$ cat config.mk
export PLATFORM = sky130hd
export DESIGN_NAME = divider_arbiter
export DESIGN_NICKNAME = d
export VERILOG_FILES = /design/src/rtl/divider_arbiter.sv
export SDC_FILE = /design/constraint.sdc
export NUM_CORES = 1
export LEC_CHECK = 0
export BUFFER_PORTS_ARGS = -buffer_cell sky130_fd_sc_hd__buf_2
export CAP_MARGIN = 30
export CORE_ASPECT_RATIO = 0.7
export CORE_MARGIN = 2
export CORE_UTILIZATION = 50
export DETAILED_ROUTE_END_ITERATION = 6
export PLACE_DENSITY = 0.74
export SLEW_MARGIN = 20
export SYNTH_ARGS = -nofsm -noshare
export SYNTH_HDL_FRONTEND = slang
export SYNTH_HIERARCHICAL = 1
export SYNTH_SLANG_ARGS = --single-unit
$ cat constraint.sdc
create_clock -name clk_in -period 5.6 [get_ports clk_in]
set_clock_uncertainty 0.1 [all_clocks]
set_input_delay 1.12 -clock clk_in [delete_from_list [all_inputs] [get_ports clk_in]]
set_output_delay 1.12 -clock clk_in [all_outputs]
set_load 0.02 [all_outputs]
$ cat src/rtl/divider_arbiter.sv
// Round-robin front end sharing one fixed-latency, untagged divider between NUM_REQ requesters.
// Optional DIVARB_STATS_EN adds saturating issue / divide-by-zero counters.
module divider_arbiter_lane #(
  parameter int WIDTH = 32
) (
  input  logic [WIDTH-1:0] dividend_in,
  input  logic [WIDTH-1:0] divisor_in,
  output logic [WIDTH-1:0] dividend_out,
  output logic [WIDTH-1:0] divisor_out,
  output logic             div0_out
);
  assign dividend_out = dividend_in;
  assign divisor_out  = divisor_in;
  assign div0_out     = (divisor_in == '0);
endmodule

module divider_arbiter #(
  parameter int NUM_REQ     = 4,
  parameter int WIDTH       = 32,
  parameter int DIV_LATENCY = 16
) (
  input  logic                     clk_in,
  input  logic                     rst_in,
  input  logic [NUM_REQ-1:0]       req_valid_in,
  input  logic [NUM_REQ*WIDTH-1:0] req_dividend_in,
  input  logic [NUM_REQ*WIDTH-1:0] req_divisor_in,
  output logic [NUM_REQ-1:0]       req_ready_out,
  output logic [WIDTH-1:0]         div_dividend_out,
  output logic [WIDTH-1:0]         div_divisor_out,
  output logic                     div_valid_out,
  input  logic [WIDTH-1:0]         div_quotient_in,
  input  logic [WIDTH-1:0]         div_remainder_in,
  input  logic                     div_valid_in,
  output logic [NUM_REQ-1:0]       res_valid_out,
  output logic [WIDTH-1:0]         res_quotient_out,
  output logic [WIDTH-1:0]         res_remainder_out,
  output logic                     res_error_out,
  output logic                     busy_out,
  output logic                     proto_err_out
`ifdef DIVARB_STATS_EN
  ,
  output logic [15:0]              stat_issued_out,
  output logic [15:0]              stat_div0_out
`endif
);
  localparam int IW = $clog2(NUM_REQ);
  localparam int CW = $clog2(DIV_LATENCY + 2);
  localparam logic [CW-1:0] DRAIN_LOAD = CW'(DIV_LATENCY + 1);

  typedef struct packed {
    logic [IW-1:0]    id;
    logic             err;
    logic [WIDTH-1:0] dividend;
  } tag_t;

  typedef enum logic {S_DRAIN, S_RUN} state_t;

  state_t                          state;
  logic [CW-1:0]                   drain_cnt;
  logic [IW-1:0]                   rr_ptr;
  logic [DIV_LATENCY:0]            vld_pipe;
  tag_t [DIV_LATENCY:0]            tag_pipe;
  tag_t                            issue_tag;
  tag_t                            tail;

  logic [NUM_REQ-1:0][WIDTH-1:0]   lane_dvd;
  logic [NUM_REQ-1:0][WIDTH-1:0]   lane_dvs;
  logic [NUM_REQ-1:0]              lane_div0;

  logic                            running;
  logic [NUM_REQ-1:0]              gnt;
  logic [IW-1:0]                   gnt_id, id_hi, id_lo;
  logic                            hit_hi, hit_lo, xfer;
  logic                            tail_v, retire, expect_div;

  genvar g;
  generate
    for (g = 0; g < NUM_REQ; g++) begin : g_lane
      divider_arbiter_lane #(.WIDTH(WIDTH)) u_lane (
        .dividend_in  (req_dividend_in[g*WIDTH +: WIDTH]),
        .divisor_in   (req_divisor_in[g*WIDTH +: WIDTH]),
        .dividend_out (lane_dvd[g]),
        .divisor_out  (lane_dvs[g]),
        .div0_out     (lane_div0[g])
      );
    end
  endgenerate

  assign running = (state == S_RUN);

  // Lowest valid index at/above the pointer wins, else lowest valid below it.
  always_comb begin
    hit_hi = 1'b0;
    hit_lo = 1'b0;
    id_hi  = '0;
    id_lo  = '0;
    for (int i = NUM_REQ - 1; i >= 0; i--) begin
      if (req_valid_in[i]) begin
        if (IW'(i) >= rr_ptr) begin
          hit_hi = 1'b1;
          id_hi  = IW'(i);
        end else begin
          hit_lo = 1'b1;
          id_lo  = IW'(i);
        end
      end
    end
    gnt_id = hit_hi ? id_hi : id_lo;
    gnt    = '0;
    if (running && (hit_hi || hit_lo)) gnt[gnt_id] = 1'b1;
  end

  assign req_ready_out = gnt;
  assign xfer          = |gnt;

  always_comb begin
    issue_tag.id       = gnt_id;
    issue_tag.err      = lane_div0[gnt_id];
    issue_tag.dividend = lane_dvd[gnt_id];
  end

  always_ff @(posedge clk_in) begin
    if (rst_in) begin
      state     <= S_DRAIN;
      drain_cnt <= DRAIN_LOAD;
      rr_ptr    <= '0;
    end else begin
      case (state)
        S_DRAIN: begin
          drain_cnt <= drain_cnt - CW'(1);
          if (drain_cnt == CW'(1)) state <= S_RUN;
        end
        S_RUN: begin
          if (xfer) rr_ptr <= (gnt_id == IW'(NUM_REQ - 1)) ? '0 : gnt_id + IW'(1);
        end
        default: state <= S_DRAIN;
      endcase
    end
  end

  always_ff @(posedge clk_in) begin
    if (rst_in) begin
      div_valid_out    <= 1'b0;
      div_dividend_out <= '0;
      div_divisor_out  <= '0;
      vld_pipe         <= '0;
    end else begin
      div_valid_out <= xfer && !lane_div0[gnt_id];
      if (xfer) begin
        div_dividend_out <= lane_dvd[gnt_id];
        div_divisor_out  <= lane_dvs[gnt_id];
      end
      vld_pipe <= {vld_pipe[DIV_LATENCY-1:0], xfer};
    end
  end

  // Tag payload is qualified by vld_pipe, so it needs no reset.
  always_ff @(posedge clk_in) begin
    tag_pipe <= {tag_pipe[DIV_LATENCY-1:0], issue_tag};
  end

  assign tail       = tag_pipe[DIV_LATENCY];
  assign tail_v     = vld_pipe[DIV_LATENCY];
  assign retire     = running && tail_v;
  assign expect_div = tail_v && !tail.err;

  always_ff @(posedge clk_in) begin
    if (rst_in) begin
      res_valid_out     <= '0;
      res_quotient_out  <= '0;
      res_remainder_out <= '0;
      res_error_out     <= 1'b0;
      proto_err_out     <= 1'b0;
    end else begin
      res_valid_out     <= '0;
      res_quotient_out  <= '0;
      res_remainder_out <= '0;
      res_error_out     <= 1'b0;
      if (retire) begin
        res_valid_out <= NUM_REQ'(1) << tail.id;
        if (tail.err) begin
          res_quotient_out  <= '1;
          res_remainder_out <= tail.dividend;
          res_error_out     <= 1'b1;
        end else begin
          res_quotient_out  <= div_quotient_in;
          res_remainder_out <= div_remainder_in;
        end
      end
      if (running && (div_valid_in != expect_div)) proto_err_out <= 1'b1;
    end
  end

  assign busy_out = !running || (|vld_pipe);

`ifdef DIVARB_STATS_EN
  always_ff @(posedge clk_in) begin
    if (rst_in) begin
      stat_issued_out <= '0;
      stat_div0_out   <= '0;
    end else if (xfer) begin
      if (stat_issued_out != 16'hFFFF) stat_issued_out <= stat_issued_out + 16'd1;
      if (lane_div0[gnt_id] && stat_div0_out != 16'hFFFF) stat_div0_out <= stat_div0_out + 16'd1;
    end
  end
`endif

endmodule

After elaboration in Yosys (flattened, before gate mapping). Cells that the tools add are included.

Add/sub/neg operators: 2. $lt $le $gt $ge: 6. Eq/ne operators: 3. Shifts and indexed selects: 1. Mux-type cells: 48. Bitwise operators: 1. Reductions and logical operators: 19.

Operator list (count): 32-bit binary-select mux with 2-bit select (2); 32-bit zero test (4); 32-bit 2-to-1 mux (4); 2-bit 2-to-1 mux (18); 1-bit 2-to-1 mux (21); 17-bit OR reduction (1); 1-bit logical AND (6); 5-bit by 1-bit == test with 1-bit output (second input constant) (1); 5-bit by 1-bit subtractor with 5-bit output (second input constant) (1); 1-bit by 2-bit greater-or-equal comparator with 1-bit output (first input constant) (2); 2-bit greater-or-equal comparator (first input constant) (2); 4-bit 2-to-1 mux (1); 4-bit OR reduction (1); 1-bit by 2-bit << shifter with 4-bit output (first input constant) (1); 1-bit zero test (3); 2-bit by 3-bit < comparator with 1-bit output (second input constant) (1); 2-bit by 1-bit adder with 2-bit output (second input constant) (1); 1-bit binary-select mux with 2-bit select (1); 1-bit demux with 2-bit select (1); 2-bit == test (second input constant) (1); 2-bit by 1-bit greater-or-equal comparator with 1-bit output (second input constant) (1); 1-bit logical OR (2); 2-bit AND reduction (1); 2-bit OR reduction (1); 2 further kinds (2).

Register bits: 755. Input port bits: 327. Output and inout port bits: 140. Word-level logic and storage cells: 143.

Depth between registers and ports, before layout.
Word-level depth: 17. Depth in mapped cells: 12. Mapped depth without buffers: 9.

Hierarchy. Netlist, hierarchy kept.

Modules (own cells, without submodules): divider_arbiter (times used 1, cells each 1323, area an instance 19098.3 sq um, seq. area each 15114.5 sq um); divider_arbiter_lane (times used 4, cells each 75, area an instance 553.0 sq um, seq. area each 0.0 sq um).

Worst setup path after synthesis. No wires, ideal clock.

Path kind: input to output. From: input req_valid_in[2]. To: output req_ready_out[2]. Arrival: 2.630 ns. Data required time: 4.380 ns. Path slack: 1.750 ns. Cell stages on the path: 8. Buffers on the path: 2. Cell sequence: nor2b_1 > a21boi_0 > o32ai_2 > inv_2 > buf_4 > buf_2 > ha_1 > and2_1.

Longest elaborated chain between the ends: 11. Elaborated cells on any way between the ends: 29. Those cells by class: order compare: 2; mux: 24; reduce/logical: 3.

Ends and longest elaborated chain: start, declared (RTL line 24) `input logic [NUM_REQ-1:0] req_valid_in,`; 2-bit 2-to-1 mux or 1-bit 2-to-1 mux (tied branches) (RTL line 98) `if (req_valid_in[i]) begin`; 2-bit 2-to-1 mux or 1-bit 2-to-1 mux (tied branches) (RTL line 99) `if (IW'(i) >= rr_ptr) begin`; 2-bit 2-to-1 mux or 1-bit 2-to-1 mux (tied branches) (RTL line 98); 2-bit 2-to-1 mux or 1-bit 2-to-1 mux (tied branches) (RTL line 99); 2-bit 2-to-1 mux or 1-bit 2-to-1 mux (tied branches) (RTL line 98); 2-bit 2-to-1 mux * (RTL line 108) `gnt_id = hit_hi ? id_hi : id_lo;`; named net gnt_id[1] (RTL line 72) `logic [IW-1:0] gnt_id, id_hi, id_lo;`; 2-bit by 3-bit < comparator with 1-bit output (implied by the code) or 2-bit by 1-bit greater-or-equal comparator with 1-bit output (tied branches) (RTL line 110) `if (running && (hit_hi || hit_lo)) gnt[gnt_id] = 1'b1;`; 1-bit logical AND (implied by the code) (RTL line 110); 1-bit 2-to-1 mux (implied by the code) (RTL line 110); 1-bit demux with 2-bit select * (RTL line 110); 4-bit 2-to-1 mux * (RTL line 110); end, declared (RTL line 27) `output logic [NUM_REQ-1:0] req_ready_out,`.

The timed path passes the listed nets; every way through them passes the cells marked *.

Worst setup path in the final report.
From: input req_valid_in[0]. To: output req_ready_out[1].

Longest elaborated chain between the ends: 7. Elaborated cells on any way between the ends: 13. Those cells by class: order compare: 2; mux: 8; reduce/logical: 3.

Ends and longest elaborated chain (RTL line): 2-bit 2-to-1 mux or 1-bit 2-to-1 mux (tied branches) (98); 2-bit 2-to-1 mux * (108); named net gnt_id[0] (72); 2-bit by 3-bit < comparator with 1-bit output (implied by the code) or 2-bit by 1-bit greater-or-equal comparator with 1-bit output (tied branches) (110); 1-bit logical AND (implied by the code) (110); 1-bit 2-to-1 mux (implied by the code) (110); 1-bit demux with 2-bit select * (110); 4-bit 2-to-1 mux * (110).

Marked as above.

==> impl_metrics.json <==
{
  "vdd_drop_max_uv": 247,
  "htreeDepth": 2,
  "crit_path_end_kind": "output port",
  "via_count": 11400,
  "io_buffer_count": 466,
  "relSlewSlack_pct": 27.4,
  "insertion_delay_ps": 610,
  "yosys.cell_types.count": 41,
  "synth-async-reset-ratio_pct": 0,
  "gp_congestion": 0.864,
  "first_global_vias": 11400,
  "critPathMaxFanout": 19,
  "areaGrowthSynthToFinish_pct": 15.3,
  "ant_nets": 0,
  "core_area_sq_um": 42200,
  "dr.first_iter.drc_count": 506,
  "cts_tree": "done",
  "grt_pass1_wl_um": 59500,
  "hold_path_class": "flip-flop to flip-flop",
  "seqCellArea_sq_um": 15100,
  "synth-seq-cells": 755,
  "place_hpwl_um": 28700,
  "r2r_slack_ps": 1960,
  "ios": 467,
  "finalHoldViolations": 0,
  "wl_per_cell_um": 16.2,
  "die_w_um": 251,
  "worstHoldStart": "tag_pipe[161]",
  "die_y_um": 177,
  "drv_cap": 0,
  "grt_max_degree": 131,
  "min_path_cells": 0,
  "place_ws_ps": 1080,
  "first_pass_iters": 4,
  "synth-main-ff-cell": "dfxtp_1",
  "p_leak_nw": 11.0,
  "nets": 2182,
  "clk_pin_slew_ps": 70,
  "overflow": 0,
  "finalCriticalPeriod_ps": 4420,
  "drc": 0,
  "r2r_start": "rr_ptr[0]",
  "numCtsBuffers": 61,
  "cts_buffer_depth": 3,
  "setup-violations-final": 0,
  "wirelength_um": 39800,
  "ys_top_cells_by_area": "dfxtp_1 71%, buf_4 9.2%, mux2i_1 9.1%",
  "maxSlewViolCount": 0,
  "tns_ps": 0,
  "hold_buffers": 0,
  "yosysTopAreaCell": "dfxtp_1",
  "power_density_nw_per_um2": 492,
  "dieArea_sq_um": 44300,
  "yosysSeqAreaShare_pct": 70.9,
  "period_share_pct": 78.9,
  "cts.repair.resized": 0,
  "syn_nets": 1954,
  "yosysWarnings": 6,
  "timing.rr.end": "div_dividend_out[11]",
  "layout_setup_ws_ps": 1180,
  "status": "finished clean",
  "reg2regPathDepth": 9,
  "grt_antenna_before_repair": 13,
  "synth_common_cells": "755 x dfxtp_1, 260 x buf_4, 193 x mux2i_1",
  "rows": 63,
  "synthCells": 1623,
  "power_w": 0.0121,
  "synth.cell_area_sq_um": 21300,
  "tightest_slew_ps": 1090,
  "critPathLaunchType": "input pin",
  "max_freq_mhz": 226,
  "min_to": "tag_pipe[196]",
  "track_usage_pct": 17.3,
  "yosysMostFrequentCell": "dfxtp_1",
  "synth_edf_count": 0,
  "rsz0062_at_grt": "false",
  "worstPathArrival_ps": 3200,
  "cts_root_buf": "clkbuf_16",
  "worst-endpoint-required_ps": 4380,
  "numClockSinks": 755,
  "final_layout_size_suffix_gt1_share_pct": 31.3,
  "post_cts_buffers": 0,
  "initial_core_util_pct": 50.5,
  "fill_cells": 3361,
  "multi_input_area_sq_um": 4020,
  "postSynthAreaPerCell_sq_um": 13.1,
  "yosysTopAreaCellShare_pct": 70.9,
  "avgViaCountPerCell": 4.62,
  "worstSetupPathType": "input pin to output port"
}
-- how the worst max path moves through the flow --
stage	startpoint	endpoint	slack, ps	cells after the start
floorplan	req_valid_in[2]	req_ready_out[2]	1750	8
global placement	req_valid_in[1]	req_ready_out[3]	1230	8
detailed placement	req_valid_in[1]	div_dividend_out[12]	1080	9
CTS	req_valid_in[0]	req_ready_out[1]	1150	8
global route	req_valid_in[0]	req_ready_out[1]	1030	8
finish	req_valid_in[0]	req_ready_out[1]	1180	8
-- flip-flops by register name, summed over array words and instances, names as in the netlist --
register / cells
res_valid_out: 4
res_remainder_out: 32
vld_pipe: 17
div_divisor_out: 32
div_valid_out: 1
drain_cnt: 5
div_dividend_out: 32
proto_err_out: 1
running: 1
tag_pipe: 595
res_quotient_out: 32
rr_ptr: 2
res_error_out: 1
-- critical path, stage by stage --
cell     delay, ps
buf_2          130
nor2b_1        160
nor4_2         660
nor2_4         300
buf_4          340
inv_2          150
and3_1         160
buf_2          160
-- metal layers --
| layer | part of all wire (%) | routed length (um) | track usage, % |
|---|---|---|---|
| met1 | 41 | 16200 | 20.2 |
| met2 | 48 | 19300 | 29.8 |
| met3 | 6.1 | 2440 | 4.06 |
| met4 | 4.6 | 1830 | 9.16 |
| met5 | 0.055 | 22 | 0 |
-- through the flow --
stage | instances | hold slack (ps) | utilization, % | instance area [sq um]
after global placement | 2339 | 210 | 52.8 | 22300
after global routing | 2462 | 178 | 58.3 | 24600
after detailed placement | 2339 | 212 | 52.8 | 22300
after CTS | 2455 | 175 | 58.2 | 24500
final | 2462 | 172 | 58.3 | 24600
after floorplan | 1623 | 210 | - | 21300
-- layout make-up --
cell class | count | share of cell area [%]
Clock inverter | 34 | 2.27
Antenna cell | 6 | 0.0611
Clock buffer | 82 | 7.02
Timing Repair Buffer | 474 | 9.84
Inverter | 9 | 0.158
Tap cell | 552 | 2.81
Multi-Input combinational cell | 550 | 16.3
Sequential cell | 755 | 61.5
-- kinds of logic (layout without fill, tap and decap cells) --
group | count (synthesis) | count (layout) | synth area share (%)
flip-flops | 755 | 755 | 70.9
buffers and inverters | 318 | 599 | 10.3
multiplexers | 193 | 193 | 9.07
AO/OA/AOI/OAI | 79 | 79 | 3.25
XOR/XNOR | 5 | 5 | 0.205
adder cells (fa/ha/maj) | 4 | 4 | 0.235
AND/OR/NAND/NOR | 269 | 269 | 6.00
other | 0 | 6 | 0
-- report_power, final --
| group | switching (W) | internal [W] |
|---|---|---|
| registers | 0.000244 | 0.00633 |
| logic | 0.000504 | 0.000374 |
| clock network | 0.00189 | 0.00275 |
-- cell usage in the layout (no fill, tap or decap), types with 5 or more instances in the layout --
cell	count
dfxtp_1	754
buf_2	466
mux2i_1	193
nor2_1	111
nand2_1	65
o221ai_1	64
clkbuf_16	61
nor4_1	33
nor2b_1	21
bufinv_16	12
clkbuf_8	12
clkinv_2	11
nand4_1	9
clkbuf_1	9
inv_1	7
diode_2	6
buf_4	6
nor4_2	5
nor3_1	5
Power figures use the tool's default switching activity.
